[config.mk]
export PLATFORM = sky130hd
export DESIGN_NAME = bridge_bus_arbiter
export DESIGN_NICKNAME = d
export VERILOG_FILES = /design/src/rtl/bridge_bus_arbiter.sv
export SDC_FILE = /design/constraint.sdc
export NUM_CORES = 1
export LEC_CHECK = 0
export BUFFER_PORTS_ARGS = -buffer_cell sky130_fd_sc_hd__buf_2
export CORE_AREA = 2 2 98 100
export CTS_CLUSTER_SIZE = 16
export DETAILED_ROUTE_END_ITERATION = 10
export DIE_AREA = 0 0 100 102
export PLACE_DENSITY = 0.6
export SYNTH_ARGS = -nofsm -noshare
export SYNTH_HDL_FRONTEND = slang
export SYNTH_SLANG_ARGS = --single-unit
[constraint.sdc]
create_clock -name clk_from_cpu -period 1.9 [get_ports clk_from_cpu]
set_input_delay 0.38 -clock clk_from_cpu [delete_from_list [all_inputs] [get_ports clk_from_cpu]]
set_output_delay 0.38 -clock clk_from_cpu [all_outputs]
set_load 0.1 [all_outputs]
[src/rtl/bridge_bus_arbiter.sv]
// Two-requester round-robin arbiter in front of the Bridge CPU-side port.
// Requester 0 is the CPU load/store unit, requester 1 the loader/DMA engine.
// Ownership is held for at most MAX_BURST accepted transfers while the other
// side waits; read data is returned with a tagged, fixed-latency valid.
//
// Handshake (req/gnt, valid/ready style): a transfer is accepted in exactly
// those cycles where mx_req and mx_gnt are both high. A requester raises
// mx_req with mx_addr/mx_wen/mx_wdata and holds all of them stable until it
// sees mx_gnt high; mx_gnt never rises without mx_req. Reads return on
// mx_rvalid exactly READ_LATENCY cycles after acceptance, for one cycle.
module bridge_bus_arbiter #(
  parameter int MAX_BURST    = 8,
  parameter int READ_LATENCY = 1
) (
  input  logic        clk_from_cpu,
  input  logic        rst_from_cpu,
  input  logic        m0_req,
  input  logic [15:0] m0_addr,
  input  logic        m0_wen,
  input  logic [31:0] m0_wdata,
  output logic        m0_gnt,
  output logic [31:0] m0_rdata,
  output logic        m0_rvalid,
  input  logic        m1_req,
  input  logic [15:0] m1_addr,
  input  logic        m1_wen,
  input  logic [31:0] m1_wdata,
  output logic        m1_gnt,
  output logic [31:0] m1_rdata,
  output logic        m1_rvalid,
  output logic [15:0] addr_to_bridge,
  output logic        wen_to_bridge,
  output logic [31:0] wdata_to_bridge,
  input  logic [31:0] rdata_from_bridge,
  output logic [1:0]  owner
);

  // Encoding matches the owner debug output: 0 none, 1 m0, 2 m1.
  typedef enum logic [1:0] {
    IDLE = 2'd0,
    OWN0 = 2'd1,
    OWN1 = 2'd2
  } state_t;

  state_t                  r_state;
  logic                    r_rr;      // requester favoured on the next tie
  logic [7:0]              r_beat;    // accepted transfers in this tenure
  logic [READ_LATENCY-1:0] r_rd_vld;
  logic [READ_LATENCY-1:0] r_rd_id;

  logic w_gnt0;
  logic w_gnt1;
  logic w_last;
  logic w_rd_accept;

  assign w_gnt0 = (r_state == OWN0) && m0_req;
  assign w_gnt1 = (r_state == OWN1) && m1_req;
  assign m0_gnt = w_gnt0;
  assign m1_gnt = w_gnt1;

  // Compare in 9 bits so MAX_BURST = 255 cannot wrap the beat counter test.
  assign w_last = (({1'b0, r_beat} + 9'd1) == 9'(MAX_BURST));

  // Shared bus carries the granted requester's fields, zero when idle.
  always_comb begin
    addr_to_bridge  = '0;
    wen_to_bridge   = 1'b0;
    wdata_to_bridge = '0;
    if (w_gnt0) begin
      addr_to_bridge  = m0_addr;
      wen_to_bridge   = m0_wen;
      wdata_to_bridge = m0_wdata;
    end else if (w_gnt1) begin
      addr_to_bridge  = m1_addr;
      wen_to_bridge   = m1_wen;
      wdata_to_bridge = m1_wdata;
    end
  end

  assign w_rd_accept = (w_gnt0 | w_gnt1) & ~wen_to_bridge;

  // Ownership FSM: arbitration from IDLE, early release, burst-limit handover.
  always_ff @(posedge clk_from_cpu) begin
    if (!rst_from_cpu) begin
      r_state <= IDLE;
      r_rr    <= 1'b0;
      r_beat  <= '0;
    end else begin
      case (r_state)
        IDLE: begin
          r_beat <= '0;
          if (m0_req && (!m1_req || !r_rr)) begin
            r_state <= OWN0;
            r_rr    <= 1'b1;
          end else if (m1_req) begin
            r_state <= OWN1;
            r_rr    <= 1'b0;
          end
        end
        OWN0: begin
          if (!m0_req) begin
            r_beat <= '0;
            if (m1_req) begin
              r_state <= OWN1;
              r_rr    <= 1'b0;
            end else begin
              r_state <= IDLE;
            end
          end else if (w_last) begin
            // Limit reached: hand over if m1 waits, otherwise start a new tenure.
            r_beat <= '0;
            if (m1_req) begin
              r_state <= OWN1;
              r_rr    <= 1'b0;
            end
          end else begin
            r_beat <= r_beat + 8'd1;
          end
        end
        OWN1: begin
          if (!m1_req) begin
            r_beat <= '0;
            if (m0_req) begin
              r_state <= OWN0;
              r_rr    <= 1'b1;
            end else begin
              r_state <= IDLE;
            end
          end else if (w_last) begin
            r_beat <= '0;
            if (m0_req) begin
              r_state <= OWN0;
              r_rr    <= 1'b1;
            end
          end else begin
            r_beat <= r_beat + 8'd1;
          end
        end
        default: begin
          r_state <= IDLE;
          r_beat  <= '0;
        end
      endcase
    end
  end

  // Read return pipeline: {valid, id} travels READ_LATENCY stages.
  always_ff @(posedge clk_from_cpu) begin
    if (!rst_from_cpu) begin
      r_rd_vld <= '0;
      r_rd_id  <= '0;
    end else begin
      r_rd_vld[0] <= w_rd_accept;
      r_rd_id[0]  <= w_gnt1;
      for (int i = 1; i < READ_LATENCY; i++) begin
        r_rd_vld[i] <= r_rd_vld[i-1];
        r_rd_id[i]  <= r_rd_id[i-1];
      end
    end
  end

  assign m0_rvalid = r_rd_vld[READ_LATENCY-1] & ~r_rd_id[READ_LATENCY-1];
  assign m1_rvalid = r_rd_vld[READ_LATENCY-1] &  r_rd_id[READ_LATENCY-1];
  assign m0_rdata  = rdata_from_bridge;
  assign m1_rdata  = rdata_from_bridge;
  assign owner     = r_state;

endmodule

==> results_dict.tcl <==
set metrics [dict create \
    status "complete, but fails checks" \
    violations "setup timing" \
    stdcell_area_um2 3686 \
    diodes 0 \
    grtUsageMet1_pct 18.21 \
    viasPerCell 4.456 \
    area_growth_pct 112.1 \
    portBuffers 156 \
    post-place-cells 423 \
    dieHeight_um 102 \
    busiest_layer "met2" \
    final_max_slew_viol_count 0 \
    cp_data_arrival_time_ps 1750 \
    syn-instance-count 215 \
    dpl-instance-area_um2 3528 \
    skew_ps 4.293 \
    cts.clk_slew.worst_paths_ps 60 \
    track_usage_pct 13.19 \
    die-area_um2 10200 \
    synth_area_um2 1738 \
    htree_num_levels 1 \
    drc 0 \
    critical_path_class "register to primary output" \
    worst_pin_slew_ps 493.1 \
    wl_per_cell_um 17.37 \
    setup_ws_ps -232.5 \
    max_freq_mhz 468.9 \
    first_pass_iters 4 \
    insertion_delay_ps 240 \
    grt_overflow 0 \
    grt_util_met3_pct 3.146 \
    yosysSeqAreaShare_pct 14.97 \
    worst_setup_path_start_kind "register" \
    cts_tree "built" \
    required_ps 1520 \
    endpoint_kind "primary output" \
    ant_nets 0 \
    dp_hpwl_mm 6.394 \
    whs_ps 443.4 \
    antenna_found_initial 0 \
    yosysWarningCount 0 \
    place_ws_ps -39.24 \
    root_buffer "clkbuf_8" \
    gp_congestion 0.8405 \
    use_met2_pct 21.26 \
    hold_viol 0 \
    final.min_clock_period_ps 2132 \
    min_path_type "input pin to register" \
    io_pins 253 \
    drive_above_1_share_pct 76.16 \
    cts_sinks 13 \
    grt_pass1_vias 1982 \
    synth_cell_type_count 38 \
    rsz0062_at_grt "true" \
    finalSetupViolCount 50 \
    drt_iter0_drc 43 \
    cts_buffers 3 \
    grt_pass1_wl_mm 10.52 \
    worstPathMaxFanout 30 \
    synth_fp_nets 354 \
    die_w_um 100 \
    holdBufCountCts 0 \
    cts_buffer_depth 2 \
    routed_wl_mm 7.537 \
    maxSlewHeadroom_pct 67.35 \
    final_nets 463 \
    initial_core_util_pct 19.08 \
    powerDensity_nw_per_um2 993.7 \
    grt_max_degree 31 \
    maxCapViolCount 0 \
    num_rows 35 \
    route.vias.total 1934 \
    finalNonFillerCells 434 \
    synth-seq-cells 13 \
    coreArea_um2 9109 \
    p_leak_nw 1.775 \
    synth.avg_cell_area_um2 8.083 \
    ir_drop_mv 0.4149 \
    finalCritPeriodShare_pct 112.2 \
]
## Yosys cell counts
cell        n  area share [%]
dfxtp_1    13              15
nand2b_1    1            0.36
or3_1       1            0.36
and3b_1     1            0.50
nand2_1     9             1.9
o41ai_4     1             1.6
buf_4      64              28
or2_0       1            0.36
o21bai_1    1            0.43
a2111oi_2   1            0.86
xnor2_1     4             2.0
buf_6       1            0.65
a31oi_1     1            0.36
a21boi_0    2            0.86
o221ai_1    1            0.50
ha_1        5             3.6
clkbuf_1    8             1.7
o21ai_0     2            0.58
nor2_1     14             3.0
nor2b_1     4             1.4
buf_2       3            0.86
and4_1      2             1.0
o22ai_1     1            0.36
inv_1       4            0.86
xor2_1      2             1.0
and2_0      1            0.36
nand3_1     3            0.86
o211ai_1    1            0.43
a221oi_1    1            0.50
mux2i_1     2             1.2
mux2_2      1            0.65
a21oi_1     3            0.86
a21o_1      1            0.43
and2_1      3             1.1
a22o_1     49              25
and3_1      1            0.36
or2_1       1            0.36
or2_2       1            0.36
## per-stage QoR
step	total power [mW]	TNS, ps	util, %
2_1_floorplan	2.918	-17400	-
3_3_place_gp	3.321	-181.2	38.74
3_5_place_dp	3.339	-758.6	38.74
4_1_cts	3.664	-10650	40.08
5_1_grt	3.797	-13590	40.47
6_report	3.663	-10180	40.47
## metal layers
metal | routed length [µm] | part of all wire (%)
met3 | 572 | 7.6
met1 | 3302 | 44
met4 | 53 | 0.70
met5 | 0 | 0
met2 | 3609 | 48
## power by group
| group | total [mW] | leakage, nW | internal, mW | switching [mW] |
|---|---|---|---|---|
| sequential | 0.336 | 0.107 | 0.305 | 0.0307 |
| clock | 0.245 | 0.0228 | 0.148 | 0.0975 |
| combinational | 3.08 | 1.65 | 1.23 | 1.85 |
| total | 3.66 | 1.77 | 1.68 | 1.98 |
## cell families after synthesis
group,synth area share [%]
simple gates,12.38
buf+inv,31.75
xor+xnor,3.024
compound gates,32.47
flops,14.97
fa+ha+maj,3.600
mux,1.800
## repair_timing
action | 4_1_cts | 5_1_grt
buffers inserted | 4 | 1
setup endpoints to repair | 50 | 51
gates cloned | 1 | 1
pin swaps | 2 | 0
gates resized for setup | 7 | 2
## sequential cells by signal (all words and copies together), names as in the netlist
| name | count |
|---|---|
| r_rd_vld | 1 |
| r_rr | 1 |
| r_beat | 8 |
| r_rd_id | 1 |
| owner | 2 |
## cell usage in the layout (no fill, tap or decap), types with 2 or more instances in the layout
cell	count
xnor2_1	4
buf_12	55
ha_1	3
a21oi_1	3
and2_4	2
and2_1	2
dfxtp_1	11
nor2b_1	2
mux2i_1	2
inv_1	3
nand2_1	9
dfxtp_4	2
clkbuf_8	3
nand3_1	3
and4_1	2
nor2_1	14
buf_6	2
a21boi_0	2
buf_2	105
xor2_1	2
a22o_4	49
buf_4	15
## worst max-delay path, stage by stage (launching register included)
cell and delay, ps:
dfxtp_4 350, buf_6 90, ha_4 140, and2_4 140, nor2b_4 190, buf_12 250, a22o_4 160, buf_12 170
## layout make-up
type / count / area (µm²)
Fill cell: 867 / 5423
Clock buffer: 4 / 45.04
Sequential cell: 13 / 267.8
Timing Repair Buffer: 180 / 1829
Tap cell: 111 / 138.9
Inverter: 4 / 17.52
Multi-Input combinational cell: 122 / 1388
## final timing paths
kind	end	start	depth (start not counted)	slack, ps
worst max-delay path	wdata_to_bridge[3]	owner[1]$_SDFFE_PN0P_	7	-230
worst min-delay path	r_rd_id$_SDFF_PN0_	m1_req	2	440
worst max register to register	owner[1]$_SDFFE_PN0P_	owner[1]$_SDFFE_PN0P_	9	80
worst min register to register	r_beat[0]$_SDFF_PN0_	r_beat[0]$_SDFF_PN0_	1	490
Power figures use the tool's default switching activity.
